### config.mk
export PLATFORM = sky130hd
export DESIGN_NAME = lsu_mem_ctrl
export DESIGN_NICKNAME = d
export VERILOG_FILES = /design/src/rtl/lsu_pkg.sv /design/src/rtl/lsu_lane_align.sv /design/src/rtl/lsu_mem_ctrl.sv
export SDC_FILE = /design/constraint.sdc
export NUM_CORES = 1
export LEC_CHECK = 0
export ABC_AREA = 1
export BUFFER_PORTS_ARGS = -buffer_cell sky130_fd_sc_hd__buf_4
export CORE_ASPECT_RATIO = 0.6
export CORE_MARGIN = 1
export CORE_UTILIZATION = 45
export DETAILED_ROUTE_END_ITERATION = 6
export PLACE_DENSITY = 0.76
export SYNTH_ARGS = -nofsm -noshare
export SYNTH_HDL_FRONTEND = slang
export SYNTH_SLANG_ARGS = --single-unit
### constraint.sdc
create_clock -name clk -period 1.25 [get_ports clk]
set_input_delay 0.125 -clock clk [delete_from_list [all_inputs] [get_ports clk]]
set_output_delay 0.125 -clock clk [all_outputs]
set_load 0.05 [all_outputs]
### src/rtl/lsu_pkg.sv
// Shared definitions for the load/store memory controller: funct3 codes,
// FSM state encoding and access-size helpers.
package lsu_pkg;

  localparam logic [2:0] F3_B  = 3'b000;
  localparam logic [2:0] F3_H  = 3'b001;
  localparam logic [2:0] F3_W  = 3'b010;
  localparam logic [2:0] F3_BU = 3'b100;
  localparam logic [2:0] F3_HU = 3'b101;

  typedef enum logic [1:0] {
    ST_IDLE = 2'd0,
    ST_ACC0 = 2'd1,
    ST_ACC1 = 2'd2,
    ST_RESP = 2'd3
  } lsu_state_e;

  // Bytes moved by an access; the unsigned variants share the low two bits.
  function automatic logic [2:0] size_bytes(input logic [2:0] funct3);
    case (funct3[1:0])
      2'b00:   size_bytes = 3'd1;
      2'b01:   size_bytes = 3'd2;
      default: size_bytes = 3'd4;
    endcase
  endfunction

  function automatic logic funct3_legal(input logic we, input logic [2:0] funct3);
    if (we) funct3_legal = (funct3 == F3_B) || (funct3 == F3_H) || (funct3 == F3_W);
    else    funct3_legal = (funct3 == F3_B) || (funct3 == F3_H) || (funct3 == F3_W) ||
                           (funct3 == F3_BU) || (funct3 == F3_HU);
  endfunction

  // True when the access runs past the end of its first word.
  function automatic logic spans_two(input logic [1:0] offset, input logic [2:0] funct3);
    spans_two = ({2'b00, offset} + {1'b0, size_bytes(funct3)}) > 4'd4;
  endfunction

endpackage

### src/rtl/lsu_lane_align.sv
// Combinational lane steering: store byte rotation and strobes, load
// reassembly across up to two captured words, and sign/zero extension.
module lsu_lane_align
  import lsu_pkg::*;
(
  input  logic [1:0]  offset,
  input  logic [2:0]  funct3,
  input  logic        second,
  input  logic [31:0] wdata,
  input  logic [31:0] rdata0,
  input  logic [31:0] rdata1,
  output logic [3:0]  wr_strb,
  output logic [31:0] lane_wdata,
  output logic [31:0] load_data
);

  logic [7:0]  base_mask;
  logic [7:0]  mask8;
  logic [63:0] rot64;
  logic [63:0] shr64;
  logic [31:0] raw;

  always_comb begin
    base_mask = 8'h0F;
    case (size_bytes(funct3))
      3'd1:    base_mask = 8'h01;
      3'd2:    base_mask = 8'h03;
      default: base_mask = 8'h0F;
    endcase
    // Lanes 0..3 belong to the first word, 4..7 spill into the second.
    mask8   = base_mask << offset;
    wr_strb = second ? mask8[7:4] : mask8[3:0];

    rot64 = {wdata, wdata} << {offset, 3'b000};
    for (int i = 0; i < 4; i++) begin
      lane_wdata[8*i +: 8] = wr_strb[i] ? rot64[32 + 8*i +: 8] : 8'h00;
    end

    shr64 = {rdata1, rdata0} >> {offset, 3'b000};
    raw   = shr64[31:0];
    case (funct3)
      F3_B:    load_data = {{24{raw[7]}}, raw[7:0]};
      F3_H:    load_data = {{16{raw[15]}}, raw[15:0]};
      F3_BU:   load_data = {24'h0, raw[7:0]};
      F3_HU:   load_data = {16'h0, raw[15:0]};
      default: load_data = raw;
    endcase
  end

endmodule

### src/rtl/lsu_mem_ctrl.sv
// Load/store unit memory controller for a byte-lane RAM. Define
// LSU_MISALIGN_EN to split word-crossing accesses into two RAM cycles.
// req handshake: accept on req_valid && req_ready (ready only in IDLE); rsp_valid is a one-cycle pulse with no backpressure.
module lsu_mem_ctrl
  import lsu_pkg::*;
#(
  parameter int AWIDTH = 8
) (
  input  logic        clk,
  input  logic        rstn,
  input  logic        req_valid,
  output logic        req_ready,
  input  logic        req_we,
  input  logic [2:0]  req_funct3,
  input  logic [31:0] req_addr,
  input  logic [31:0] req_wdata,
  output logic        rsp_valid,
  output logic [31:0] rsp_rdata,
  output logic        rsp_err,
  output logic        mem_en,
  output logic [3:0]  mem_wr,
  output logic [31:0] mem_addr,
  output logic [7:0]  mem_wdata0,
  output logic [7:0]  mem_wdata1,
  output logic [7:0]  mem_wdata2,
  output logic [7:0]  mem_wdata3,
  input  logic [31:0] mem_rdata,
  output logic [1:0]  dbg_state
);

  lsu_state_e  state_q, state_d;
  logic        we_q, we_d;
  logic [2:0]  funct3_q, funct3_d;
  logic [31:0] addr_q, addr_d;
  logic [31:0] wdata_q, wdata_d;
  logic        err_q, err_d;
  logic [31:0] rdata0_q, rdata0_d;
  logic [31:0] rdata1;

  logic        accept;
  logic        req_span;
  logic [29:0] word0, word1;
  logic        req_err;
  logic [3:0]  wr_strb;
  logic [31:0] lane_wdata;
  logic [31:0] load_data;

  assign accept   = req_valid && req_ready;
  assign req_span = spans_two(req_addr[1:0], req_funct3);
  assign word0    = req_addr[31:2];
  assign word1    = req_addr[31:2] + 30'd1;

  // Range and legality are decided from the live request at accept time.
  always_comb begin
    req_err = !funct3_legal(req_we, req_funct3) ||
              ((word0 >> AWIDTH) != 30'd0) ||
              (req_span && ((word1 >> AWIDTH) != 30'd0));
`ifndef LSU_MISALIGN_EN
    req_err = req_err || req_span;
`endif
  end

  always_ff @(posedge clk or negedge rstn) begin
    if (!rstn) state_q <= ST_IDLE;
    else       state_q <= state_d;
  end

  always_comb begin
    state_d = state_q;
    case (state_q)
      ST_IDLE: if (accept) state_d = req_err ? ST_RESP : ST_ACC0;
`ifdef LSU_MISALIGN_EN
      ST_ACC0: state_d = spans_two(addr_q[1:0], funct3_q) ? ST_ACC1 : ST_RESP;
      ST_ACC1: state_d = ST_RESP;
`else
      ST_ACC0: state_d = ST_RESP;
`endif
      ST_RESP: state_d = ST_IDLE;
      default: state_d = ST_IDLE;
    endcase
  end

  always_ff @(posedge clk or negedge rstn) begin
    if (!rstn) begin
      we_q     <= 1'b0;
      funct3_q <= 3'd0;
      addr_q   <= 32'd0;
      wdata_q  <= 32'd0;
      err_q    <= 1'b0;
      rdata0_q <= 32'd0;
    end else begin
      we_q     <= we_d;
      funct3_q <= funct3_d;
      addr_q   <= addr_d;
      wdata_q  <= wdata_d;
      err_q    <= err_d;
      rdata0_q <= rdata0_d;
    end
  end

  always_comb begin
    we_d     = we_q;
    funct3_d = funct3_q;
    addr_d   = addr_q;
    wdata_d  = wdata_q;
    err_d    = err_q;
    rdata0_d = rdata0_q;
    if (accept) begin
      we_d     = req_we;
      funct3_d = req_funct3;
      addr_d   = req_addr;
      wdata_d  = req_wdata;
      err_d    = req_err;
      rdata0_d = 32'd0;
    end else if (state_q == ST_ACC0 && !we_q) begin
      rdata0_d = mem_rdata;
    end
  end

`ifdef LSU_MISALIGN_EN
  logic [31:0] rdata1_q, rdata1_d;

  always_ff @(posedge clk or negedge rstn) begin
    if (!rstn) rdata1_q <= 32'd0;
    else       rdata1_q <= rdata1_d;
  end

  always_comb begin
    rdata1_d = rdata1_q;
    if (accept)                               rdata1_d = 32'd0;
    else if (state_q == ST_ACC1 && !we_q)     rdata1_d = mem_rdata;
  end

  assign rdata1 = rdata1_q;
`else
  assign rdata1 = 32'd0;
`endif

  lsu_lane_align u_align (
    .offset     (addr_q[1:0]),
    .funct3     (funct3_q),
    .second     (state_q == ST_ACC1),
    .wdata      (wdata_q),
    .rdata0     (rdata0_q),
    .rdata1     (rdata1),
    .wr_strb    (wr_strb),
    .lane_wdata (lane_wdata),
    .load_data  (load_data)
  );

  always_comb begin
    req_ready  = (state_q == ST_IDLE);
    mem_en     = 1'b0;
    mem_addr   = 32'd0;
    mem_wr     = 4'd0;
    mem_wdata0 = 8'd0;
    mem_wdata1 = 8'd0;
    mem_wdata2 = 8'd0;
    mem_wdata3 = 8'd0;
    rsp_valid  = 1'b0;
    rsp_err    = 1'b0;
    rsp_rdata  = 32'd0;
    case (state_q)
      ST_ACC0: begin
        mem_en   = 1'b1;
        mem_addr = {addr_q[31:2], 2'b00};
      end
`ifdef LSU_MISALIGN_EN
      ST_ACC1: begin
        mem_en   = 1'b1;
        mem_addr = {addr_q[31:2] + 30'd1, 2'b00};
      end
`endif
      ST_RESP: begin
        rsp_valid = 1'b1;
        rsp_err   = err_q;
        rsp_rdata = (err_q || we_q) ? 32'd0 : load_data;
      end
      default: ;
    endcase
    if (mem_en && we_q) begin
      mem_wr     = wr_strb;
      mem_wdata0 = lane_wdata[7:0];
      mem_wdata1 = lane_wdata[15:8];
      mem_wdata2 = lane_wdata[23:16];
      mem_wdata3 = lane_wdata[31:24];
    end
  end

  assign dbg_state = state_q;

endmodule

==> summary.md, run 1 <==
| Metric | Value |
|---|---|
| Status | aborted with a tool error |
| Last stage reached | global routing |
| Tool error | [ERROR DPL-0038] Utilization greater than 100%, impossible to legalize |
| Yosys cell types | 27 |
| Top cell type by total area after synthesis | dfrtp_1 |
| Synth warnings | 0 |
| Post-DP HPWL | 15500 um |
| Number of port buffers | 206 |
| Seq/Total Area, Yosys | 0.440 |
| Clk sinks | 103 |
| Total CTS buffers | 9 |
| Chip Width | 149 um |
| Syn Area/Cell | 7.08 sq um |
| Gate Count Post-Synth | 827 |
| Initial Util | 0.473 |
| H-tree Lvls | 3 |
| Worst ep type | primary output |
| Register bit count reported by yosys | 103 |
| Largest net degree at the start of global routing | 43 |
| Clk buf depth | 2 |
| Mapped cell area | 5850 sq um |
| Synth top area share | 0.440 |
| GP Congestion | 0.891 |
| DIE HEIGHT | 90.3 um |
| Last worst endpoint in the global-route repair_timing | rsp_rdata[22] |
| Row cnt | 31 |
| Largest cells by area after synthesis | dfrtp_1 (44%), nand2_1 (16%), o21ai_0 (8.7%) |
| Placed cell count | 1280 |
| CTS root buf | clkbuf_16 |
| IO Count | 209 |
-- cell usage after synthesis --
library cell,count
nor2_2,1
inv_1,84
ha_1,2
nand3_4,2
o21ai_4,1
o211ai_1,2
buf_1,1
nand4_1,1
nand3_1,37
a211oi_1,22
o221ai_1,7
o21ai_2,1
buf_6,3
buf_4,11
nor2_1,116
a21oi_4,2
nand2_2,4
buf_2,20
conb_1,1
fa_1,1
a21oi_1,25
o21ai_0,102
clkbuf_1,18
nand3_2,3
nand2_1,254
inv_2,3
dfrtp_1,103
-- cells by family after synthesis --
logic type | share of synthesized area
adders and majority gates | 0.00770
AOI/OAI and AO/OA | 0.160
other | 0.000641
and+or+nand+nor | 0.287
buffers and inverters | 0.105
DFF | 0.440
-- what timing repair did --
| action | CTS |
|---|---|
| endpoints found under the hold margin | 72 |
| resized for setup | 256 |
| hold buffers | 50 |
| pin swaps | 16 |
| cloned | 19 |
| endpoints found under the setup margin | 205 |
| buffers inserted | 30 |
-- metrics by stage --
| stage | setup WS [ns] | util | setup TNS, ns | instance area, sq um |
|---|---|---|---|---|
| after CTS | -0.747 | 0.971 | -110.22 | 12000 |
| after detailed placement | -0.597 | 0.768 | -53.32 | 9510 |
| after global placement | -0.525 | 0.768 | -48.99 | 9510 |
| after floorplan | -0.602 | - | -74.72 | 6990 |
==> inputs of run 2 (changes only) <==
--- a/config.mk
+++ b/config.mk
@@ -7,11 +7,10 @@
 export LEC_CHECK = 0
 export ABC_AREA = 1
 export BUFFER_PORTS_ARGS = -buffer_cell sky130_fd_sc_hd__buf_4
-export CORE_ASPECT_RATIO = 0.6
 export CORE_MARGIN = 1
-export CORE_UTILIZATION = 45
+export CORE_UTILIZATION = 30
 export DETAILED_ROUTE_END_ITERATION = 6
-export PLACE_DENSITY = 0.76
+export PLACE_DENSITY_LB_ADDON = 0.15
 export SYNTH_ARGS = -nofsm -noshare
 export SYNTH_HDL_FRONTEND = slang
 export SYNTH_SLANG_ARGS = --single-unit
==> constraint.sdc (replaced) <==
create_clock -name clk -period 1.6 [get_ports clk]
set_input_delay 0.16 -clock clk [delete_from_list [all_inputs] [get_ports clk]]
set_output_delay 0.16 -clock clk [all_outputs]
set_load 0.05 [all_outputs]
==> run 2 against run 1 <==
  * The flow now finishes, with violations (setup timing)
  * Area after synthesis unchanged
  * Synthesized cell count unchanged
==> summary.md, run 2 <==
| Metric | Value |
|---|---|
| Status | finished with violations |
| Failing checks | setup timing |
| Area Growth Syn to Fin | 98.7% |
| Clock transition at path regs | 0.08 ns |
| GR peak layer | met2 |
| Clk sinks | 103 (unchanged) |
| Chip Width | 142 um (-5.1%) |
| Fin. max-slew vios | 0 |
| Detailed-route wire length | 22500 um |
| IO Count | 209 (unchanged) |
| Final core utilization | 0.615 |
| CP arrival | 1.92 ns |
| Grt ovf | 0 |
| Initial Util | 0.310 (-0.163) |
| Mapped cell area | 5850 sq um (unchanged) |
| Yosys cell types | 27 (unchanged) |
| Minimum hold slack | 0.00881 ns |
| Final number of hold-violating endpoints | 0 |
| Via count | 6576 |
| DRT iter0 DRCs | 321 |
| Vias per cell | 4.68 |
| Max Clk Rate | 480 MHz |
| Vias in the first global route | 6269 |
| GR Util All Layers | 0.219 |
| Top cell type by total area after synthesis | dfrtp_1 |
| Worst skew pair latency | 0.36 ns |
| Most frequent cells in the layout | nand2_1 (236), buf_4 (155), dfrtp_1 (98), buf_6 (90), nor2_4 (85) |
| Post-synth EDFFs | 0 (unchanged) |
| Initial antenna violation count | 0 |
| Core area | 18900 sq um |
| Leading cell type in the layout, fill and taps excluded | nand2_1 |
| Number of port buffers | 206 (unchanged) |
| Async SR Flop Fraction | 1.00 (unchanged) |
| Area after DPL | 8880 sq um (-6.6%) |
| RSZ-0062 raised after global routing | true |
| Met3 Use GR | 0.0418 |
| WL per Instance | 16.0 um |
| Met2 usage | 0.355 |
| Global-route wire length before repair | 33900 um |
| Synth top area share | 0.440 (unchanged) |
| CTS tree | done |
| Fin Clk Skew | 0.00588 ns |
| Antenna cells | 0 |
| Hold Crit Class | input port to register |
| Layout cell share with drive strength beyond 1 | 0.493 |
| Max-cap violations | 0 |
| Met1 usage | 0.298 |
| H-tree Lvls | 3 (unchanged) |
| DIE HEIGHT | 142 um (+57%) |
| Register bit count reported by yosys | 103 (unchanged) |
| Setup ws final | -0.482 ns |
| Synth warnings | 0 (unchanged) |
| Dpl ws | -0.232 ns (+0.365 ns) |
| Post-synth top cells | nand2_1 (254), nor2_1 (116), dfrtp_1 (103), o21ai_0 (102), inv_1 (84) |
| Clk buf depth | 2 (unchanged) |
| GP Congestion | 0.872 (-2.1%) |
| CTS root buf | clkbuf_16 |
| Fillers | 1627 |
| Fin area | 11600 sq um |
| Final Cycle Share | 1.30 |
| Lkg Pwr | 0.00518 uW |
| Largest cells by area after synthesis | dfrtp_1 (44%), nand2_1 (16%), o21ai_0 (8.7%) |
| Post-DP HPWL | 14700 um (-5.4%) |
| Seq/Total Area, Yosys | 0.440 (unchanged) |
| Setup crit start kind | register |
| Syn Area/Cell | 7.08 sq um (unchanged) |
| Final nets | 1245 |
| Gate Count Post-Synth | 827 (unchanged) |
| Row cnt | 50 (+61%) |
| Worst vdd ir | 1020 uV |
| Largest net degree at the start of global routing | 58 |
| Critical path type | register to primary output |
| Main synth FF type | dfrtp_1 |
| Pwr per Cell Area | 2130 nW/um^2 |
| Die area | 20100 sq um |
| Total CTS buffers | 9 (unchanged) |
| Worst-path maximum fanout | 6 |
| Post-layout min period | 2.08 ns |
| Setup_tns | -36.86 ns |
| Req. time, crit path | 1.44 ns |
| DR DRC count | 0 |
| Final setup viols | 131 |
| Iteration count of the initial detailed-routing pass | 4 |
| Setup crit end kind | primary output |
| Routed Antenna Nets | 0 |
| Biggest regs | addr_q (32), rdata0_q (32), wdata_q (32) |
| Cell with the most instances after synthesis | nand2_1 |
==> run 2: cell counts after synthesis <==
No cell type changed its count.
==> run 2: final timing paths <==
path / slack (ns) / depth (start not counted) / startpoint / to
min reg2reg: 0.49 / 2 / err_q / err_q
max: -0.48 / 10 / addr_q[0] / rsp_rdata[31]
max reg2reg: -0.16 / 10 / dbg_state[1] / rdata0_q[29]
min: 0.009 / 3 / req_wdata[7] / wdata_q[7]
min in group asynchronous: 0.27 / 2 / rstn / addr_q[2]
max in group asynchronous: 0.76 / 3 / rstn / addr_q[28]
==> run 2: layer usage <==
layer,vias to the layer above,part of all wire
met5,-,0
met4,0,0.014
met1,3144,0.45
met3,20,0.051
li1,3228,-
met2,184,0.48
==> run 2: cells by family after synthesis <==
logic type	after synthesis	synth area share
other	1	0.000641
buffers and inverters	140	0.105
DFF	103	0.440
adders and majority gates	3	0.00770
and+or+nand+nor	418	0.287
AOI/OAI and AO/OA	162	0.160
==> run 2: final cells by class <==
| cell class | count | area [sq um] | share of cell area |
|---|---|---|---|
| clock buffer | 11 | 243 | 0.0209 |
| clock inverter | 5 | 63.8 | 0.00549 |
| inverter | 87 | 359 | 0.0309 |
| multi-input combinational | 585 | 4050 | 0.348 |
| sequential | 103 | 2590 | 0.222 |
| tap | 260 | 325 | 0.0280 |
| timing repair buffer | 353 | 4000 | 0.344 |
==> run 2: repair_timing <==
action / in CTS / in global routing
hold buffers: 31 / 0
gates cloned: 8 / 11
endpoints found under the hold margin: 133 / 0
buffers inserted: 14 / 14
pin swaps: 46 / 32
setup endpoints to repair: 99 / 197
gates resized for setup: 268 / 150
==> run 2: report_power, final <==
group,switching (uW),internal [uW],leakage (uW)
Sequential,938,3880,0.00126
Clock,1070,1280,0.000152
Combinational,10100,7500,0.00377
==> run 2: worst max-delay path: stages (launching register included) <==
cell	delay (ns)
dfrtp_2	0.43
buf_6	0.15
nand2_2	0.06
nand3_2	0.10
nand3_4	0.10
nand2_4	0.05
a21oi_4	0.19
buf_12	0.14
buf_12	0.14
nor2_4	0.04
buf_8	0.14
==> run 2: metrics by stage <==
step / instances / power [uW]
3_5_place_dp: 1316 / 17000
2_1_floorplan: 828 / 12700
6_report: 1404 / 24800
3_3_place_gp: 1316 / 16900
4_1_cts: 1385 / 22600
5_1_grt: 1404 / 26200
(Power assumes the default switching activity.)
==> inputs of run 3 (changes only) <==
==> constraint.sdc (replaced) <==
create_clock -name clk -period 1.7 [get_ports clk]
set_input_delay 0.17 -clock clk [delete_from_list [all_inputs] [get_ports clk]]
set_output_delay 0.17 -clock clk [all_outputs]
set_load 0.05 [all_outputs]
==> run 3 against run 2 <==
  * The run still ends with setup timing left
  * Largest power group unchanged
  * Worst setup slack improved by 0.075 ns
  * Die area did not move
  * Global-route usage shrank 1.8 points
  * Critical path depth decreased by 1
  * Worst hold slack better by 0.013 ns
  * Clock power fell by 3%
  * Clock skew increased by 0.0056 ns
  * Power is 20% lower
  * Via count down 7.3%
==> summary.md, run 3 (synthesis gave the netlist of run 2 again) <==
| Metric | Value |
|---|---|
| Status | finished with violations |
| Failing checks | setup timing |
| Largest net degree at the start of global routing | 62 (+6.9%) |
| Final core utilization | 0.527 (-0.0881) |
| Detailed-route wire length | 20100 um (-10%) |
| WL per Instance | 15.1 um (-5.8%) |
| RSZ-0062 raised after global routing | true |
| CP Launch Point | addr_q[0] |
| CTS tree | done |
| Global-route wire length before repair | 31500 um (-7.1%) |
| Req. time, crit path | 1.53 ns (+0.09 ns) |
| Layout cell share with drive strength beyond 1 | 0.426 (-0.0670) |
| Max-cap violations | 0 (unchanged) |
| Setup ws final | -0.408 ns (+0.0748 ns) |
| CP delay by family, top | buffers and inverters |
| CP arrival | 1.94 ns (+0.02 ns) |
| Worst skew pair latency | 0.35 ns (about the same) |
| Clk sinks | 103 (unchanged) |
| Buf/Inv on CP | 3 (-1) |
| Die area | 20100 sq um (unchanged) |
| Setup crit end kind | primary output |
| Biggest regs | addr_q (32), rdata0_q (32), wdata_q (32) |
| Setup crit start kind | register |
| Fin Clk Skew | 0.0115 ns (+0.00561 ns) |
| Hold Crit Class | input port to register |
| Area Growth Syn to Fin | 70.2% |
| Worst r2r path cells | 8 (-2) |
| CTS root buf | clkbuf_16 |
| Final setup viols | 68 (-48%) |
| Most frequent cells in the layout | nand2_1 (241), buf_4 (181), dfrtp_1 (98), inv_1 (79), o21ai_0 (77) |
| CP Cell Sequence | clkinvlp_4, nand2_2, nand3_4, nand3_4, nand2_2, a21oi_4, buf_12, nor2_4, buf_6 |
| Routed Antenna Nets | 0 (unchanged) |
| Grt ovf | 0 (unchanged) |
| GP Congestion | 0.882 (+1.3%) |
| Initial Util | 0.310 (unchanged) |
| Critical path depth | 9 (-1) |
| RR Startpoint | dbg_state[0] |
| Setup_tns | -20.37 ns (+16.49 ns) |
| Total CTS buffers | 9 (unchanged) |
| Clock transition at path regs | 0.07 ns (about the same) |
| Pwr per Cell Area | 1980 nW/um^2 (-7.0%) |
| Initial antenna violation count | 0 (unchanged) |
| Sequential Area | 2590 sq um (unchanged) |
| Fin. max-slew vios | 0 (unchanged) |
| CP endpoint | rsp_rdata[23] |
| Leading cell type in the layout, fill and taps excluded | nand2_1 |
| DRT iter0 DRCs | 325 (+1.2%) |
| Multi-input logic area | 3530 sq um (-13%) |
| GR Util All Layers | 0.201 (-0.0183) |
| Register-to-Register Setup Slack | 0.11 ns (+0.27 ns) |
| Vias per cell | 4.56 (-2.6%) |
| Core area | 18900 sq um (unchanged) |
| Final nets | 1176 (-5.5%) |
| Critical path type | register to primary output |
| Lkg Pwr | 0.00458 uW (-12%) |
| Worst-path maximum fanout | 7 (+1) |
| Final number of hold-violating endpoints | 0 (unchanged) |
| Antenna cells | 0 (unchanged) |
| Row cnt | 50 (unchanged) |
| Max Clk Rate | 474 MHz |
| Slowest CP cell | dfrtp_2 |
| IO Count | 209 (unchanged) |
| DR DRC count | 0 (unchanged) |
| Via count | 6093 (-7.3%) |
| Fillers | 1844 (+13%) |
| Final Cycle Share | 1.24 |
| Worst vdd ir | 938 uV (-7.8%) |
| Chip Width | 142 um (unchanged) |
| H-tree Lvls | 3 (unchanged) |
| Reg2reg end | rdata0_q[27] |
| Vias in the first global route | 6124 (-2.3%) |
| Number of port buffers | 206 (unchanged) |
| Clk buf depth | 2 (unchanged) |
| Post-DP HPWL | 14300 um (-2.3%) |
| Slowest stage delay, CP | 0.42 ns (about the same) |
| DIE HEIGHT | 142 um (unchanged) |
| Iteration count of the initial detailed-routing pass | 5 (+1) |
| Post-layout min period | 2.11 ns |
-- run 3: cell types whose count changed in the layout (fill, tap and decap cells not counted), moves of 17 or more --
cell and delta:
buf_6 -28, nand3_2 -22, buf_4 +26, nand3_1 +24, dlygate4sd3_1 -28, o21ai_0 +25, nor2_4 -44, buf_8 -17
nor2_2 +29
-- run 3: per-layer routing --
| layer | track usage | wire [um] | vias up | part of all wire |
|---|---|---|---|---|
| met5 | 0 | 0 | - | 0 |
| met4 | 0.0396 | 125 | 0 | 0.0062 |
| met3 | 0.0540 | 1350 | 9 | 0.067 |
| met2 | 0.327 | 9410 | 165 | 0.47 |
| met1 | 0.268 | 9230 | 2835 | 0.46 |
| li1 | - | - | 3084 | - |
-- run 3: power by group --
group	switching [uW]	internal (uW)	total [uW]
clock	950	1340	2290
sequential	818	3660	4470
combinational	8130	4840	13000
total	9900	9830	19700
-- run 3: through the flow --
| step | instance area, sq um | power [uW] | cells | worst slack, ns | hold slack (ns) |
|---|---|---|---|---|---|
| floorplan | 6470 | 11900 | 828 | -0.182 | -0.126 |
| global placement | 8630 | 15300 | 1295 | -0.0904 | 0.146 |
| detailed placement | 8630 | 15400 | 1295 | -0.0872 | 0.145 |
| CTS | 9650 | 19000 | 1329 | -0.395 | 0.00413 |
| global route | 9960 | 21100 | 1335 | -0.498 | 0.0113 |
| finish | 9960 | 19700 | 1335 | -0.408 | 0.0213 |
-- run 3: how the worst min path moves through the flow --
stage	start	endpoint	slack (ns)	depth (start not counted)
after global placement	rstn	rdata0_q[5]	0.15	1
after CTS	req_wdata[24]	wdata_q[24]	0.004	3
after global routing	req_wdata[25]	wdata_q[25]	0.01	3
after detailed placement	rstn	rdata0_q[0]	0.14	1
final	req_wdata[25]	wdata_q[25]	0.02	3
after floorplan	rstn	addr_q[0]	-0.13	0
-- run 3: layout make-up --
type,instances,area share
Sequential cell,103,0.260
Multi-Input combinational cell,585,0.354
Clock inverter,4,0.00766
Tap cell,260,0.0327
Inverter,87,0.0354
Clock buffer,12,0.0247
Timing Repair Buffer,284,0.286
-- run 3: worst register-to-register path, stage by stage, from the launching register on --
cell and delay (ns):
dfrtp_4 0.51, buf_4 0.16, nor2_4 0.13, nand2_4 0.10, o21ai_4 0.10, buf_4 0.16
buf_12 0.13, nand3_1 0.07, o21ai_0 0.12
-- run 3: repair_timing --
action,in CTS,in global routing
cloned,4,4
hold buffers,3,0
setup endpoints to repair,99,126
endpoints found under the hold margin,27,0
buffers inserted,12,2
resized for setup,142,51
pin swaps,40,20
